--- src/rtl/mem_arbiter_pkg.sv ---
// Shared types and address-map constants for the two-requester memory arbiter.
package mem_arbiter_pkg;

    localparam int unsigned DEF_RAMSIZE  = 1024;
    localparam int unsigned IO_SEG_WORDS = 512;
    localparam int unsigned SEG_BOOT_END = 32;
    localparam int unsigned SEG_RAM_END  = SEG_BOOT_END + DEF_RAMSIZE;
    localparam int unsigned SEG_IO_END   = SEG_RAM_END + IO_SEG_WORDS;
    localparam int unsigned STATUS_ADDR  = SEG_IO_END;

    typedef enum logic [1:0] {
        IDLE   = 2'd0,
        ACCESS = 2'd1,
        RESP   = 2'd2
    } state_e;

    typedef enum logic {
        SEL_CPU = 1'b0,
        SEL_IO  = 1'b1
    } sel_e;

    typedef enum logic {
        PICK_FIXED = 1'b0,
        PICK_RR    = 1'b1
    } pick_mode_e;

    // Status word location for a non-default data-RAM size.
    function automatic int unsigned status_addr(input int unsigned ramsize);
        return SEG_BOOT_END + ramsize + IO_SEG_WORDS;
    endfunction

endpackage

--- src/rtl/mem_arbiter_pick.sv ---
// Combinational 2-way picker: fixed CPU priority or round-robin against the last grant.
module mem_arbiter_pick
    import mem_arbiter_pkg::*;
(
    input  logic       cpu_req_i,
    input  logic       io_req_i,
    input  sel_e       last_grant_i,
    input  pick_mode_e mode_i,
    output sel_e       winner_c
);

    always_comb begin
        winner_c = SEL_CPU;
        if (cpu_req_i && io_req_i) begin
            // On a tie, round-robin hands the grant to whoever was not served last.
            if ((mode_i == PICK_RR) && (last_grant_i == SEL_CPU)) begin
                winner_c = SEL_IO;
            end
        end else if (io_req_i) begin
            winner_c = SEL_IO;
        end
    end

endmodule

--- src/rtl/mem_arbiter.sv ---
// CPU / IO-DMA arbiter for the memory data-segment port (IDLE -> ACCESS -> RESP).
// Define MEM_ARBITER_RR_EN for round-robin tie breaking; otherwise the CPU always wins ties.
module mem_arbiter
    import mem_arbiter_pkg::*;
#(
    parameter int unsigned WIDTH   = 32,
    parameter int unsigned RAMSIZE = 1024
) (
    input  logic             clk,
    input  logic             rst_n,

    input  logic             cpu_req,
    input  logic             cpu_we,
    input  logic [WIDTH-1:0] cpu_addr,
    input  logic [WIDTH-1:0] cpu_wdata,
    output logic             cpu_gnt,
    output logic             cpu_rvalid,
    output logic [WIDTH-1:0] cpu_rdata,

    input  logic             io_req,
    input  logic             io_we,
    input  logic [WIDTH-1:0] io_addr,
    input  logic [WIDTH-1:0] io_wdata,
    output logic             io_gnt,
    output logic             io_rvalid,
    output logic [WIDTH-1:0] io_rdata,

    output logic             mem_we,
    output logic [WIDTH-1:0] mem_addr,
    output logic [WIDTH-1:0] mem_wdata,
    input  logic [WIDTH-1:0] mem_rdata,

    output logic             err,
    output logic             busy
);

    localparam logic [WIDTH-1:0] STATUS_W = WIDTH'(status_addr(RAMSIZE));

    state_e           state_q, state_d;
    sel_e             sel_q, sel_d;
    logic             we_q, we_d;
    logic             bad_q, bad_d;

    logic             cpu_gnt_q, cpu_gnt_d, io_gnt_q, io_gnt_d;
    logic             cpu_rvalid_q, cpu_rvalid_d, io_rvalid_q, io_rvalid_d;
    logic [WIDTH-1:0] cpu_rdata_q, cpu_rdata_d, io_rdata_q, io_rdata_d;
    logic             mem_we_q, mem_we_d;
    logic [WIDTH-1:0] mem_addr_q, mem_addr_d, mem_wdata_q, mem_wdata_d;
    logic             err_q, err_d, busy_q, busy_d;

    sel_e             winner_c;
    sel_e             last_c;
    pick_mode_e       mode_c;
    logic             cur_we_c, bad_c;
    logic [WIDTH-1:0] cur_addr_c, cur_wdata_c;

`ifdef MEM_ARBITER_RR_EN
    sel_e last_q, last_d;

    always_comb begin
        last_d = last_q;
        if ((state_q == IDLE) && (cpu_req || io_req)) begin
            last_d = winner_c;
        end
    end

    // IO counts as served last out of reset so the CPU wins the first tie.
    always_ff @(posedge clk or negedge rst_n) begin
        if (!rst_n) begin
            last_q <= SEL_IO;
        end else begin
            last_q <= last_d;
        end
    end

    assign last_c = last_q;
    assign mode_c = PICK_RR;
`else
    assign last_c = SEL_IO;
    assign mode_c = PICK_FIXED;
`endif

    mem_arbiter_pick u_pick (
        .cpu_req_i   (cpu_req),
        .io_req_i    (io_req),
        .last_grant_i(last_c),
        .mode_i      (mode_c),
        .winner_c    (winner_c)
    );

    // Winner's request fields and legality; status word is read-only, above it is unmapped.
    always_comb begin
        cur_we_c    = (winner_c == SEL_IO) ? io_we    : cpu_we;
        cur_addr_c  = (winner_c == SEL_IO) ? io_addr  : cpu_addr;
        cur_wdata_c = (winner_c == SEL_IO) ? io_wdata : cpu_wdata;
        bad_c       = (cur_addr_c > STATUS_W) || (cur_we_c && (cur_addr_c == STATUS_W));
    end

    always_comb begin
        state_d      = state_q;
        sel_d        = sel_q;
        we_d         = we_q;
        bad_d        = bad_q;
        cpu_gnt_d    = 1'b0;
        io_gnt_d     = 1'b0;
        cpu_rvalid_d = 1'b0;
        io_rvalid_d  = 1'b0;
        cpu_rdata_d  = cpu_rdata_q;
        io_rdata_d   = io_rdata_q;
        mem_we_d     = 1'b0;
        mem_addr_d   = '0;
        mem_wdata_d  = '0;
        err_d        = 1'b0;

        unique case (state_q)
            IDLE: begin
                if (cpu_req || io_req) begin
                    state_d     = ACCESS;
                    sel_d       = winner_c;
                    we_d        = cur_we_c;
                    bad_d       = bad_c;
                    cpu_gnt_d   = (winner_c == SEL_CPU);
                    io_gnt_d    = (winner_c == SEL_IO);
                    mem_we_d    = cur_we_c && !bad_c;
                    mem_addr_d  = cur_addr_c;
                    mem_wdata_d = cur_wdata_c;
                    err_d       = bad_c;
                end
            end
            ACCESS: begin
                if (we_q) begin
                    state_d = IDLE;
                end else begin
                    state_d = RESP;
                    if (sel_q == SEL_CPU) begin
                        cpu_rvalid_d = 1'b1;
                        cpu_rdata_d  = bad_q ? '0 : mem_rdata;
                    end else begin
                        io_rvalid_d = 1'b1;
                        io_rdata_d  = bad_q ? '0 : mem_rdata;
                    end
                end
            end
            RESP: begin
                state_d = IDLE;
            end
            default: begin
                state_d = IDLE;
            end
        endcase

        busy_d = (state_d != IDLE);
    end

    always_ff @(posedge clk or negedge rst_n) begin
        if (!rst_n) begin
            state_q      <= IDLE;
            sel_q        <= SEL_CPU;
            we_q         <= 1'b0;
            bad_q        <= 1'b0;
            cpu_gnt_q    <= 1'b0;
            io_gnt_q     <= 1'b0;
            cpu_rvalid_q <= 1'b0;
            io_rvalid_q  <= 1'b0;
            cpu_rdata_q  <= '0;
            io_rdata_q   <= '0;
            mem_we_q     <= 1'b0;
            mem_addr_q   <= '0;
            mem_wdata_q  <= '0;
            err_q        <= 1'b0;
            busy_q       <= 1'b0;
        end else begin
            state_q      <= state_d;
            sel_q        <= sel_d;
            we_q         <= we_d;
            bad_q        <= bad_d;
            cpu_gnt_q    <= cpu_gnt_d;
            io_gnt_q     <= io_gnt_d;
            cpu_rvalid_q <= cpu_rvalid_d;
            io_rvalid_q  <= io_rvalid_d;
            cpu_rdata_q  <= cpu_rdata_d;
            io_rdata_q   <= io_rdata_d;
            mem_we_q     <= mem_we_d;
            mem_addr_q   <= mem_addr_d;
            mem_wdata_q  <= mem_wdata_d;
            err_q        <= err_d;
            busy_q       <= busy_d;
        end
    end

    assign cpu_gnt    = cpu_gnt_q;
    assign io_gnt     = io_gnt_q;
    assign cpu_rvalid = cpu_rvalid_q;
    assign io_rvalid  = io_rvalid_q;
    assign cpu_rdata  = cpu_rdata_q;
    assign io_rdata   = io_rdata_q;
    assign mem_we     = mem_we_q;
    assign mem_addr   = mem_addr_q;
    assign mem_wdata  = mem_wdata_q;
    assign err        = err_q;
    assign busy       = busy_q;

endmodule
--- config.mk ---
export PLATFORM = sky130hd
export DESIGN_NAME = mem_arbiter
export DESIGN_NICKNAME = d
export VERILOG_FILES = /design/src/rtl/mem_arbiter_pkg.sv /design/src/rtl/mem_arbiter_pick.sv /design/src/rtl/mem_arbiter.sv
export SDC_FILE = /design/constraint.sdc
export NUM_CORES = 1
export LEC_CHECK = 0
export ABC_AREA = 1
export BUFFER_PORTS_ARGS = -buffer_cell sky130_fd_sc_hd__buf_2
export CAP_MARGIN = 40
export CORE_ASPECT_RATIO = 0.6
export CORE_MARGIN = 3
export CORE_UTILIZATION = 45
export DETAILED_ROUTE_END_ITERATION = 16
export PLACE_DENSITY = 0.89
export SYNTH_ARGS = -nofsm -noshare
export SYNTH_HDL_FRONTEND = slang
export SYNTH_HIERARCHICAL = 1
export SYNTH_SLANG_ARGS = --single-unit
export TNS_END_PERCENT = 10
--- constraint.sdc ---
create_clock -name clk -period 3.4 [get_ports clk]
set_input_delay 0.85 -clock clk [delete_from_list [all_inputs] [get_ports clk]]
set_output_delay 0.85 -clock clk [all_outputs]
set_load 0.02 [all_outputs]
# Yosys cells after proc, flatten, opt, wreduce, memory -nomap -nowiden
# Index checks and enable logic that the tools add are counted.
# classes
n_addsub	0
n_mul	0
n_div	0
n_lt_le_gt_ge	1
n_eq_ne	2
shift	0
n_mux	27
n_bitwise	3
n_reduce_logical	11
# op_table
op	count
$mux 32	7
$eq 32x11->1 const B	1
$gt 32x11->1 const B	1
$mux 1	17
$reduce_and 3->1	2
$mux 2	2
$pmux 2 s2	1
$logic_and 1x1->1	3
$not 1->1	3
$eq 2x1->1 const B	1
$logic_not 2->1	1
$logic_or 1x1->1	2
$reduce_and 2->1	1
$reduce_bool 2->1	1
$logic_not 1->1	1
# word_totals
register_bits	140
latchBits	0
ram_bits	0
rom_bits	0
inputBits	166
out_inout_bits	135
wordCells	59
mem_count	0

# Depth between registers and ports, before layout
# Gate-level depths: netlist of run 1.
# logic_depth
ltp_word	10
ltp_mapped	16
depth_no_buf	14

# Cells and area by module
# The synthesis of run 1 kept the hierarchy.
# modules_own_cells
module	n_inst	cells_each	area_each_um2	seq_area_each_um2
mem_arbiter	1	561	5958.2	3503.4
mem_arbiter_pick	1	7	33.8	0.0

# Worst setup path before layout of run 1
# No wires, ideal clock.
# synth_timing
kind	input to register
from	input cpu_req
to	register bad_q
setup_time_ns	0.117
arrival_ns	1.928
path_slack_ns	1.354
stages	15
n_path_buf	2
cell_sequence	nand2_1 nand2_1 nand2_1 buf_6 inv_8 buf_8 nand2_1 nand2_1 nand2_1 nor2_1 nand2_1 nor2_2 nand3_2 nand3_2 nand2_1
# synth_between
elab_chain_cells	6
word_cells_on_any_way	10
cone_classes	1 x order compare; 1 x eq/ne; 3 x mux; 5 x reduce/logical
# synth_lines
element	line	source
start, declared	mem_arbiter.sv:12	input logic cpu_req,
$logic_and 1x1->1 (*)	mem_arbiter_pick.sv:14	if (cpu_req_i && io_req_i) begin
$mux 1 (*)	mem_arbiter_pick.sv:14	
named net winner_c	mem_arbiter.sv:51	sel_e winner_c;
parallel branches: the longest is 3 deep, another holds $gt 32x11->1	--	
$logic_or 1x1->1 (*)	mem_arbiter.sv:96	bad_c = (cur_addr_c > STATUS_W) || (cur_we_c && (cur_addr_c == STATUS_W));
end signal, assigned	mem_arbiter.sv:160	bad_q <= 1'b0;
end signal, assigned	mem_arbiter.sv:176	bad_q <= bad_d;
end, declared	mem_arbiter.sv:42	logic bad_q, bad_d;
# Mark *: on every way through the listed nets, which the timed path passes.
# A chain may end at the register's enable or synchronous reset.

# Worst setup path after layout of run 1
# Same ends and word-level chain as after synthesis.

==> results.txt, run 1 <==
----------------------------------------------------
[Outcome]
  Run status ... completed

[Worst setup path]
  Type of element capturing the critical path ... flip-flop
  R2R Path Start ... state_q[1]
  Slowest cell on the critical path ... nand2_1
  Arrival time of data at the critical path endpoint ... approximately 2.6 ns
  Type of origin of the critical path ... primary input
  CP Class ... in2reg
  End of the worst register-to-register path ... io_rdata[2]
  Cell breakdown of the critical path ... buf_2, nand2_1, nand2_1, nand2_1, buf_12, nand2_1, nand2_1, nand2_1, nor2_1, nand2_1, nor2_2, nand3_1, nand3_2, nand2_1
  Most frequent CP cell ... nand2_1
  Crit-path max FO ... 36
  Largest stage delay, worst path ... approximately 0.35 ns
  Setup slack of the most critical reg-to-reg path ... 1.40 ns
  Data required time at the worst endpoint ... 3.68 ns
  Worst R2R Path Depth ... 5

[Clock network]
  H-tree depth ... 4
  CTS root buffer ... clkbuf_16
  Count of cells resized by post-cts repair ... 0
  Buffers from clock root to sink, at most ... 2
  Insertion delay to the later sink of the worst-skew pair ... 0.40 ns
  Clock transition at the registers of the reported paths ... 0.06 ns
  Number of buffers created by CTS ... 17
  Clk sinks ... 140
  Number of setup buffers added after CTS ... 0
  Number of hold buffers added after cts ... 0
  Clock tree from TritonCTS ... built

[Die]
  I/O pin cnt ... about 300
  Die outline height ... 95.4 um
  Area of the die ... 14800 sq um
  Die width ... approximately 150 um
  Core region area ... 12500 sq um
  Starting utilization of the core area ... 47.8%
  Standard-cell rows ... 31

[Drt]
  Vias after detailed routing ... 5053
  Antenna-violating nets left ... 0
  Aggregate routed wire length ... 16400 um
  Number of remaining DRC errors ... 0
  Vias/cell ... roughly 4.8
  TritonRoute pass-1 iters ... 5
  Average wire length per cell after detail routing ... 15.7 um
  Iteration-0 DRC Markers ... approximately 270

[Power and ir drop]
  Clock power share ... 25.9%
  Worst voltage drop across the vdd grid ... 341 uV
  Power density relative to cell area ... 880 nW/um^2
  Switch share ... 37.8%
  Overall power after layout ... 0.00719 W
  Reg power frac ... 35.7%
  Internal cell power ... 0.00447 W
  Share of total power in combinational logic ... 38.5%
  NetSw ... between 0.002 and 0.003 W
  Reported leakage power ... between 4 and 5 nW

[Final layout]
  Layout cell share with drive strength beyond 1 ... 46.4%
  Nets@finish ... 1034
  N_diodes ... 0
  Area Growth Syn to Fin ... 36.4%
  Number of filler cells placed in the layout ... 993

[STA]
  Setup WS post-layout ... 1.08 ns
  Number of pins with negative max-slew slack in the final report ... 0
  Final period demand of the worst path ... 2.32 ns
  Period Utilization, post-route ... 68.2%
  Highest Clock Rate ... between 0.4 and 0.5 GHz
  Post-Route Skew ... 0.00836 ns
  Relative slew slack ... 47.3%
  Setup repair after global routing missed its margin ... false
  Final setup vio count ... 0
  Final hold violation count ... 0
  Aggregate negative setup slack ... 0 ns
  Transition time at the pin with the least slew margin ... 0.791 ns

[Placed design]
  Final HPWL DP ... 12800 um
  Port Buffer Count ... 300
  Final weighted congestion in routability-driven placement ... 0.848
  Placement-stage worst setup slack ... 0.690 ns

[Synthesis]
  Number of warnings reported in the yosys synthesis log ... 6
  Biggest area contributors in the synthesized netlist ... dfrtp_1, mux2_2, nand2_1, inv_1, nor2_1
  Post-synth top area cell ... dfrtp_1
  Post-synthesis sequential area ratio ... 58.5%
  Post-synthesis register bit count ... 140
  Share of flip-flops with an asynchronous set or reset ... 100%
  Number of nets in the synthesized netlist ... around 730
  Cell count after synthesis ... between 500 and 600
  Top FF cell, synth ... dfrtp_1
  Fraction of post-synthesis cell area in the top cell type by area ... 58.5%
  Netlist Area Pre-Place ... 5990 sq um
  EDFF count, synth ... 0
  Synth cell types ... 29
  Synthesized area divided by synthesized cell count ... between 10 and 15 sq um

[Global route]
  Wire length of the first global-routing pass ... approximately 25000 um
  Antenna violations before repair ... 0
  Largest net degree at the start of global routing ... just under 70
  Leftover overflow at the end of global routing ... 0
  Number of global-route vias before repair ... 5092
  Combined global-route utilization of all metal layers ... 21.9%

[Job]
  Total of max-cap violations ... 0

[Worst hold path]
  Min-delay worst type ... in2async

----------------------------------------------------
-- area by class of cell --
type	instances	area (sq um)	share of cell area [%]
Inverter	80	308	3.77
Multi-Input combinational cell	320	1950	23.9
Tap cell	165	206	2.53
Timing Repair Buffer	309	1610	19.7
Sequential cell	140	3500	42.9
Clock inverter	12	166	2.04
Clock buffer	18	429	5.25
-- how the worst max path moves through the flow --
stage | from | endpoint | slack (ns) | depth (start not counted)
3_3_place_gp | cpu_req | mem_wdata[25] | 0.69 | 6
3_5_place_dp | cpu_req | bad_q | 0.69 | 14
6_report | cpu_req | bad_q | 1.08 | 14
4_1_cts | cpu_req | bad_q | 1.11 | 14
5_1_grt | cpu_req | bad_q | 0.92 | 14
2_1_floorplan | cpu_req | bad_q | 1.35 | 15
-- cells by family after synthesis --
kind of cell / share of synthesized area (%)
AO/OA/AOI/OAI: 6.45
buffers and inverters: 8.94
flip-flops: 58.5
multiplexers: 12.2
other: 0.125
AND/OR/NAND/NOR: 13.8
-- cell usage after synthesis, types with 2 or more instances --
master / number
nand3_1: 4
dfrtp_1: 140
a22oi_1: 2
nor2_2: 5
buf_6: 11
inv_1: 78
o21ai_2: 2
nand3_2: 2
a22o_1: 29
o21ai_0: 3
conb_1: 2
nor2_1: 77
mux2_1: 9
buf_4: 6
o21ai_1: 6
buf_2: 5
nand2_1: 107
mux2_2: 55
nor2_4: 3
a21oi_1: 9
clkbuf_1: 5
-- power groups by stage --
stage | clock network (W) | logic (W) | registers, W
after CTS | 0.00190 | 0.00280 | 0.00257
after global placement | 0 | 0.00271 | 0.00256
after global routing | 0.00197 | 0.00297 | 0.00263
after detailed placement | 0 | 0.00280 | 0.00260
final | 0.00186 | 0.00277 | 0.00257
after floorplan | 0 | 0.00109 | 0.00328
-- layout by cell type (no fill, tap or decap), types with 3 or more instances in the layout --
| cell | synthesis | final |
|---|---|---|
| inv_6 | 0 | 3 |
| mux2_2 | 55 | 55 |
| nor2_1 | 77 | 77 |
| buf_4 | 6 | 6 |
| o21ai_1 | 6 | 6 |
| mux2_1 | 9 | 9 |
| clkbuf_16 | 0 | 17 |
| buf_2 | 5 | 299 |
| nor2_4 | 3 | 3 |
| nand2_1 | 107 | 107 |
| dfrtp_1 | 140 | 140 |
| o21ai_0 | 3 | 3 |
| clkinv_4 | 0 | 4 |
| bufinv_16 | 0 | 3 |
| inv_1 | 78 | 78 |
| a22o_1 | 29 | 29 |
| nand3_1 | 4 | 4 |
| nor2_2 | 5 | 5 |
| a21oi_1 | 9 | 9 |
-- state kept, by name (all words and copies together) (netlist names) --
register and flops:
bad_q 1, busy 1, cpu_gnt 1, cpu_rdata 32, cpu_rvalid 1, err 1, io_gnt 1, io_rdata 32
io_rvalid 1, mem_addr 32, mem_wdata 32, mem_we 1, sel_q 1, state_q 2, we_q 1
-- metrics by stage --
stage,cell area [sq um],hold WS [ns],util [%],instances
2_1_floorplan,5990,0.504,-,568
3_3_place_gp,7560,0.463,60.4,1013
3_5_place_dp,7580,0.474,60.5,1014
4_1_cts,8170,0.462,65.2,1044
5_1_grt,8170,0.481,65.2,1044
6_report,8170,0.441,65.2,1044
-- layer usage --
metal	global-route usage [%]	routed length, um
met4	6.76	199
met1	27.1	6720
met2	38.5	8460
met5	0	0
met3	5.12	1060
-- worst max-delay path: cells and delay by family --
kind | cells | cell delay [ns]
AND/OR/NAND/NOR | 12 | 1.37
buffers and inverters | 2 | 0.36
Note: power is estimated with default switching activity, not from simulation.
==> inputs of run 2 (changes only) <==
--- a/config.mk
+++ b/config.mk
@@ -5,14 +5,14 @@
 export SDC_FILE = /design/constraint.sdc
 export NUM_CORES = 1
 export LEC_CHECK = 0
-export ABC_AREA = 1
+export ABC_AREA = 0
 export BUFFER_PORTS_ARGS = -buffer_cell sky130_fd_sc_hd__buf_2
 export CAP_MARGIN = 40
 export CORE_ASPECT_RATIO = 0.6
 export CORE_MARGIN = 3
 export CORE_UTILIZATION = 45
 export DETAILED_ROUTE_END_ITERATION = 16
-export PLACE_DENSITY = 0.89
+export PLACE_DENSITY = 0.9
 export SYNTH_ARGS = -nofsm -noshare
 export SYNTH_HDL_FRONTEND = slang
 export SYNTH_HIERARCHICAL = 1
==> constraint.sdc (replaced) <==
create_clock -name clk -period 2.2 [get_ports clk]
set_input_delay 0.55 -clock clk [delete_from_list [all_inputs] [get_ports clk]]
set_output_delay 0.55 -clock clk [all_outputs]
set_load 0.02 [all_outputs]
==> run 2 against run 1 <==
Effect of this change:
- sequential power grew 34%
- sequential share of layout area increased by 0.39 points
- utilization up 1.1 points
- highest routed layer unchanged
- combinational power grew 5%
- worst hold slack got worse by 0.39 ns
- worst setup slack worse by 0.74 ns
==> results.txt, run 2 <==
----------------------------------------------------
[Outcome]
  Run status ... completed

[Worst setup path]
  Crit-path max FO ... 13 (-64%)
  Worst R2R Path Depth ... 4 (-1)
  Setup slack of the most critical reg-to-reg path ... 0.78 ns (-0.62 ns)
  Worst setup endpoint ... bad_q
  Data required time at the worst endpoint ... 2.48 ns (-1.20 ns)
  Arrival time of data at the critical path endpoint ... 2.14 ns (-0.46 ns)
  Type of element capturing the critical path ... flip-flop
  End of the worst register-to-register path ... cpu_rdata[16]
  Type of origin of the critical path ... primary input
  R2R Path Start ... state_q[1]
  Source of the critical timing path ... io_req
  CP Class ... in2reg

[STA]
  Aggregate negative setup slack ... 0 ns (unchanged)
  Post-Route Skew ... 0.0118 ns (+0.00343 ns)
  Number of pins with negative max-slew slack in the final report ... 0 (unchanged)
  Final period demand of the worst path ... about 1.9 ns
  Setup repair after global routing missed its margin ... false
  Final setup vio count ... 0 (unchanged)
  Highest Clock Rate ... 0.537 GHz
  Period Utilization, post-route ... a little over four fifths
  Final hold violation count ... 0 (unchanged)

[Final layout]
  Non-filler instance count after layout ... 1008 (-3.4%)
  Most frequent standard cell in the layout excluding fill and tap cells ... buf_2
  N_diodes ... 0 (unchanged)
  Final core utilization ... 66.3% (+1.1 points)
  Layout cell share with drive strength beyond 1 ... 43.1% (-3.4 points)
  Most used cells in the layout excluding fill and tap cells ... buf_2, dfrtp_1, nor2_1, nand2_1, o21ai_0
  Nets@finish ... 996 (-3.7%)
  Area occupied by registers ... 3500 sq um (unchanged)
  Number of filler cells placed in the layout ... 960 (-3.3%)
  Area used by multi-input combinational logic ... 2050 sq um (+5.1%)
  Area Growth Syn to Fin ... 42.4%

[Synthesis]
  Cell count after synthesis ... 523 (-7.9%)
  Synth cell types ... 34 (+17%)
  Post-synth top area cell ... dfrtp_1
  Adder and majority cell fraction of the synthesized area ... 0% (unchanged)
  Synthesized-area fraction occupied by xor and xnor cells ... 0% (unchanged)
  Post-synthesis share of cell area spent on and, or, nand and nor gates ... 16.8% (+3.0 points)
  Post-synthesis register bit count ... 140 (unchanged)
  Combinational family with the most area after synthesis ... simple AND/OR/NAND/NOR gates
  Most used standard cells in the synthesized netlist ... dfrtp_1, nor2_1, nand2_1
  Biggest area contributors in the synthesized netlist ... dfrtp_1, mux2i_1, o21ai_0, nor2_1, nand2_1
  Number of warnings reported in the yosys synthesis log ... 6 (unchanged)
  Fraction of post-synthesis cell area in the top cell type by area ... 61.6% (+3.1 points)
  Most common cell in the netlist ... dfrtp_1
  Compound-Gate Fraction of Synth Area ... 7.00% (+0.54 points)
  Share of flip-flops with an asynchronous set or reset ... 100% (unchanged)
  Netlist Area Pre-Place ... 5690 sq um (-5.1%)
  Top FF cell, synth ... dfrtp_1
  Mux share of post-synthesis cell area ... 11.7% (-0.49 points)
  Synthesized area divided by synthesized cell count ... 10.9 sq um (+3.1%)
  Number of nets in the synthesized netlist ... 689 (-6.1%)
  Post-synthesis sequential area ratio ... 61.6% (+3.1 points)
  EDFF count, synth ... 0 (unchanged)

[Global route]
  Largest net degree at the start of global routing ... 66 (-2.9%)
  Number of global-route vias before repair ... 4911 (-3.6%)
  Wire length of the first global-routing pass ... 24600 um (-2.7%)
  Combined global-route utilization of all metal layers ... 22.3% (+0.44 points)
  Leftover overflow at the end of global routing ... 0 (unchanged)
  Antenna violations before repair ... 0 (unchanged)

[Clock network]
  Count of cells resized by post-cts repair ... 0 (unchanged)
  Number of buffers created by CTS ... 17 (unchanged)
  Clock tree from TritonCTS ... built
  Clock transition at the registers of the reported paths ... 0.06 ns (about the same)
  Number of setup buffers added after CTS ... 0 (unchanged)
  H-tree depth ... 4 (unchanged)
  Clk sinks ... 140 (unchanged)
  Number of hold buffers added after cts ... 0 (unchanged)
  CTS root buffer ... clkbuf_16
  Buffers from clock root to sink, at most ... 2 (unchanged)
  Insertion delay to the later sink of the worst-skew pair ... 0.40 ns (about the same)

[Drt]
  Antenna-violating nets left ... 0 (unchanged)
  Vias after detailed routing ... 4824 (-4.5%)
  Average wire length per cell after detail routing ... 15.7 um (-0.57%)
  TritonRoute pass-1 iters ... 4 (-1)
  Iteration-0 DRC Markers ... 204 (-25%)
  Number of remaining DRC errors ... 0 (unchanged)
  Vias/cell ... 4.79 (-1.1%)
  Aggregate routed wire length ... 15800 um (-4.0%)

[Job]
  Total of max-cap violations ... 0 (unchanged)

[Die]
  I/O pin cnt ... 301 (unchanged)
  Area of the die ... 14100 sq um (-4.8%)
  Standard-cell rows ... 31 (unchanged)
  Core region area ... 12200 sq um (-2.5%)
  Die width ... 151 um (-2.5%)
  Die outline height ... 93.1 um (-2.4%)
  Starting utilization of the core area ... 46.6% (-1.3 points)

[Placed design]
  Cell total after placement ... 976 (-3.7%)
  Final weighted congestion in routability-driven placement ... 0.890 (+5.0%)
  Final HPWL DP ... 12400 um (-3.2%)
  Port Buffer Count ... 300 (unchanged)

[Worst hold path]
  Min-delay worst type ... in2async

[Power and ir drop]
  Worst voltage drop across the vdd grid ... 544 uV (+60%)
  Power density relative to cell area ... 1140 nW/um^2 (+29%)
  Reported leakage power ... 4.35 nW (-10%)

----------------------------------------------------
-- run 2: per-layer routing --
layer | GRT usage, % | part of all wire [%] | up-vias
met1 | 28.4 | 42 | 2271
met5 | 0 | 0 | -
met2 | 38.3 | 50 | 171
met3 | 4.84 | 6.3 | 21
met4 | 6.86 | 1.6 | 0
li1 | - | - | 2361
-- run 2: kinds of logic (layout without fill, tap and decap cells) --
kind of cell           Yosys count  after routing
AND/OR/NAND/NOR                204            204
buffers and inverters           36            356
flip-flops                     140            140
multiplexers                    66             66
other                            2              2
AO/OA/AOI/OAI                   75             75
-- run 2: cell type report --
cell class,instances,area share (%)
Clock buffer,19,5.47
Timing Repair Buffer,321,21.3
Tap cell,165,2.55
Inverter,3,0.139
Multi-Input combinational cell,347,25.3
Sequential cell,140,43.2
Clock inverter,13,1.92
-- run 2: worst min-delay path by stage --
stage / endpoint / slack (ns) / depth (start not counted)
after floorplan: bad_q / 0.25 / 0
after global placement: cpu_rdata[0] / 0.46 / 2
after detailed placement: cpu_rdata[0] / 0.47 / 2
after CTS: cpu_rdata[9] / 0.06 / 1
after global routing: cpu_rdata[9] / 0.06 / 1
final: io_rdata[10] / 0.05 / 1
-- run 2: worst max-delay path, cell delays in order --
cell and delay (ns):
buf_2 0.09, a21boi_4 0.27, buf_4 0.24, nor3b_1 0.21
o22ai_1 0.13, a221oi_2 0.25, o21ai_1 0.13, mux2_4 0.27
-- run 2: metrics by stage --
step,hold slack (ns),instance area [sq um],total power (W),worst slack (ns)
finish,0.0516,8100,0.00921,0.337
global route,0.0629,8100,0.00972,0.185
CTS,0.0628,8100,0.00932,0.347
detailed placement,0.467,7500,0.00644,-0.0739
global placement,0.456,7500,0.00635,-0.0199
floorplan,0.254,5690,0.00516,0.244
-- run 2: where the power goes --
group	internal (W)	switching (W)	total, W
clock	0.00173	0.00113	0.00286
sequential	0.00322	0.000232	0.00345
combinational	0.000929	0.00197	0.00290
==> inputs of run 3 (changes only) <==
--- a/config.mk
+++ b/config.mk
@@ -5,14 +5,14 @@
 export SDC_FILE = /design/constraint.sdc
 export NUM_CORES = 1
 export LEC_CHECK = 0
-export ABC_AREA = 0
+export ABC_AREA = 1
 export BUFFER_PORTS_ARGS = -buffer_cell sky130_fd_sc_hd__buf_2
 export CAP_MARGIN = 40
 export CORE_ASPECT_RATIO = 0.6
 export CORE_MARGIN = 3
 export CORE_UTILIZATION = 45
 export DETAILED_ROUTE_END_ITERATION = 16
-export PLACE_DENSITY = 0.9
+export PLACE_DENSITY = 0.89
 export SYNTH_ARGS = -nofsm -noshare
 export SYNTH_HDL_FRONTEND = slang
 export SYNTH_HIERARCHICAL = 1
==> constraint.sdc (replaced) <==
create_clock -name clk -period 1.8 [get_ports clk]
set_input_delay 0.45 -clock clk [delete_from_list [all_inputs] [get_ports clk]]
set_output_delay 0.45 -clock clk [all_outputs]
set_load 0.02 [all_outputs]
==> run 3 against run 2 <==
Effect of this change:
- non-clock buffer count is 15 higher
- first-iteration DRC count is 3.9% higher
- via count is 4.5% higher
- utilization is 0.59 points higher
- register-to-register slack worse by 0.64 ns
- die area up 5.1%
- largest power group is now combinational logic
- final area increased by 3.4%
- worst setup slack got worse by 0.21 ns
- count of clock-buffer cells in the layout unchanged
- global-route usage decreased by 0.42 points
- critical path depth is 7 higher
- cell count is 6.5% higher
- critical endpoint unchanged
==> results.txt, run 3 (synthesis gave the netlist of run 1 again) <==
----------------------------------------------------
[Outcome]
  Run status ... completed

[Worst setup path]
  Type of origin of the critical path ... primary input
  Worst setup endpoint ... bad_q
  Worst R2R Path Depth ... 7 (+3)
  End of the worst register-to-register path ... mem_wdata[30]
  Arrival time of data at the critical path endpoint ... 1.96 ns (-0.18 ns)
  Data required time at the worst endpoint ... 2.08 ns (-0.40 ns)
  R2R Path Start ... state_q[0]
  Crit-path max FO ... 31 (+18)
  Source of the critical timing path ... io_req
  Setup slack of the most critical reg-to-reg path ... 0.14 ns (-0.64 ns)
  Type of element capturing the critical path ... flip-flop
  CP Class ... in2reg

[Drt]
  Vias/cell ... 4.69 (-2.0%)
  Iteration-0 DRC Markers ... 212 (+3.9%)
  Antenna-violating nets left ... 0 (unchanged)
  Vias after detailed routing ... 5039 (+4.5%)
  TritonRoute pass-1 iters ... 4 (unchanged)
  Number of remaining DRC errors ... 0 (unchanged)
  Average wire length per cell after detail routing ... 15.3 um (-2.6%)
  Aggregate routed wire length ... 16400 um (+3.8%)

[Worst hold path]
  Min-delay src ... io_wdata[3]
  Min-delay worst type ... in2reg

[STA]
  Final period demand of the worst path ... 1.67 ns
  Aggregate negative setup slack ... 0 ns (unchanged)
  Period Utilization, post-route ... 92.8%
  Final hold violation count ... 0 (unchanged)
  Number of pins with negative max-slew slack in the final report ... 0 (unchanged)
  Setup WS post-layout ... 0.129 ns (-0.208 ns)
  Final setup vio count ... 0 (unchanged)
  Highest Clock Rate ... around 0.60 GHz
  Post-Route Skew ... 0.00801 ns (-0.00379 ns)

[Placed design]
  Placement-stage worst setup slack ... -0.316 ns (-0.242 ns)
  Cell total after placement ... 1040 (+6.6%)
  Final weighted congestion in routability-driven placement ... 0.817 (-8.3%)
  Dpl cell area ... 7830 sq um (+4.4%)
  Final HPWL DP ... 12800 um (+3.6%)
  Port Buffer Count ... 300 (unchanged)

[Die]
  Starting utilization of the core area ... 47.8% (+1.3 points)
  I/O pin cnt ... 301 (unchanged)
  Standard-cell rows ... 31 (unchanged)
  Die width ... 155 um (+2.5%)
  Die outline height ... 95.4 um (+2.5%)
  Core region area ... 12500 sq um (+2.5%)
  Area of the die ... 14800 sq um (+5.1%)

[Global route]
  Wire length of the first global-routing pass ... 25200 um (+2.8%)
  Combined global-route utilization of all metal layers ... 21.9% (-0.42 points)
  Leftover overflow at the end of global routing ... 0 (unchanged)
  Antenna violations before repair ... 0 (unchanged)
  Largest net degree at the start of global routing ... 61 (-7.6%)
  Number of global-route vias before repair ... 5119 (+4.2%)

[Final layout]
  Area Growth Syn to Fin ... 39.8%
  Summed area of non-filler cells in the final layout ... 8380 sq um (+3.4%)
  Final core utilization ... 66.9% (+0.59 points)
  Non-filler instance count after layout ... 1074 (+6.5%)
  Nets@finish ... 1061 (+6.5%)
  Most frequent standard cell in the layout excluding fill and tap cells ... buf_2
  Most used cells in the layout excluding fill and tap cells ... buf_2, dfrtp_1, nand2_1, inv_1, nor2_1
  Layout cell share with drive strength beyond 1 ... 47.9% (+4.8 points)

[Power and ir drop]
  Clock power share ... 23.3% (-7.8 points)
  Reg power frac ... 35.8% (-1.7 points)
  Share of total power in combinational logic ... 40.9% (+9.5 points)
  NetSw ... 0.00519 W (+56%)
  Internal cell power ... 0.00818 W (+39%)
  Reported leakage power ... 4.95 nW (+14%)
  Power density relative to cell area ... 1590 nW/um^2 (+40%)
  Switch share ... 38.8% (+2.6 points)
  Worst voltage drop across the vdd grid ... 863 uV (+59%)

[Clock network]
  Number of setup buffers added after CTS ... 0 (unchanged)
  Clk sinks ... 140 (unchanged)
  Clock transition at the registers of the reported paths ... 0.06 ns (about the same)
  Buffers from clock root to sink, at most ... 2 (unchanged)
  H-tree depth ... 4 (unchanged)
  Insertion delay to the later sink of the worst-skew pair ... 0.40 ns (about the same)
  Clock tree from TritonCTS ... built
  Number of buffers created by CTS ... 17 (unchanged)
  CTS root buffer ... clkbuf_16

[Job]
  Total of max-cap violations ... 0 (unchanged)

----------------------------------------------------
run 3: cell count changes in the layout (fill, tap and decap cells not counted), moves of 9 or more:
cell      before  now
nand2b_1      34    0
mux2i_1       65    1
inv_1          3   78
mux2_2         0   55
nand2_1       67  107
mux2_1         0    9
buf_4         16   28
a22o_1         0   29
o21ai_0       66    3
run 3: final cells by class:
cell class              instances  area [sq um]
diodes                          1          2.50
clock buffers                  19           433
clock inverters                13          95.1
fillers                      1000          4150
inverters                      80           313
multi-input cells             320          1960
flip-flops and latches        140          3500
well taps                     165           206
repair buffers                336          1870
run 3: critical path: stages:
cell	delay, ns
buf_2	0.10
nand2_1	0.07
nand2_1	0.06
nand2_1	0.10
buf_12	0.18
clkinv_8	0.13
nand2_1	0.06
nand2_1	0.09
nand2_1	0.07
nor2_1	0.16
nand2_1	0.11
nor2_4	0.14
nand3_2	0.09
nand3_2	0.09
nand2_1	0.06
run 3: stage by stage:
stage | total power [W] | hold slack (ns)
3_5_place_dp | 0.0104 | 0.343
4_1_cts | 0.0135 | 0.247
2_1_floorplan | 0.00825 | 0.154
5_1_grt | 0.0141 | 0.249
3_3_place_gp | 0.0102 | 0.336
6_report | 0.0134 | 0.263
run 3: timing repair:
action | 4_1_cts | 5_1_grt
resized for setup | 0 | 2
endpoints found under the setup margin | 0 | 2
endpoints found under the hold margin | 27 | 0
hold buffers | 1 | 0
run 3: worst min path at each step:
stage | endpoint | slack, ns | cells after the start
2_1_floorplan | bad_q | 0.15 | 0
3_3_place_gp | mem_wdata[7] | 0.34 | 1
3_5_place_dp | mem_wdata[2] | 0.34 | 1
4_1_cts | mem_wdata[3] | 0.25 | 2
5_1_grt | mem_wdata[28] | 0.25 | 2
6_report | mem_wdata[3] | 0.26 | 2
run 3: power groups by stage:
stage               clock, W  sequential (W)  combinational, W
global placement           0         0.00477           0.00541
detailed placement         0         0.00484           0.00552
floorplan                  0         0.00619           0.00206
finish               0.00311         0.00479           0.00546
global route         0.00330         0.00492           0.00588
CTS                  0.00317         0.00479           0.00553
run 3: routing by layer:
metal / share of wire, % / global-route usage, % / vias up
met4: 0.99 / 5.88 / 0
met2: 52 / 38.8 / 190
met5: 0 / 0 / -
li1: - / - / 2432
met3: 6.5 / 5.35 / 15
met1: 41 / 27.1 / 2402
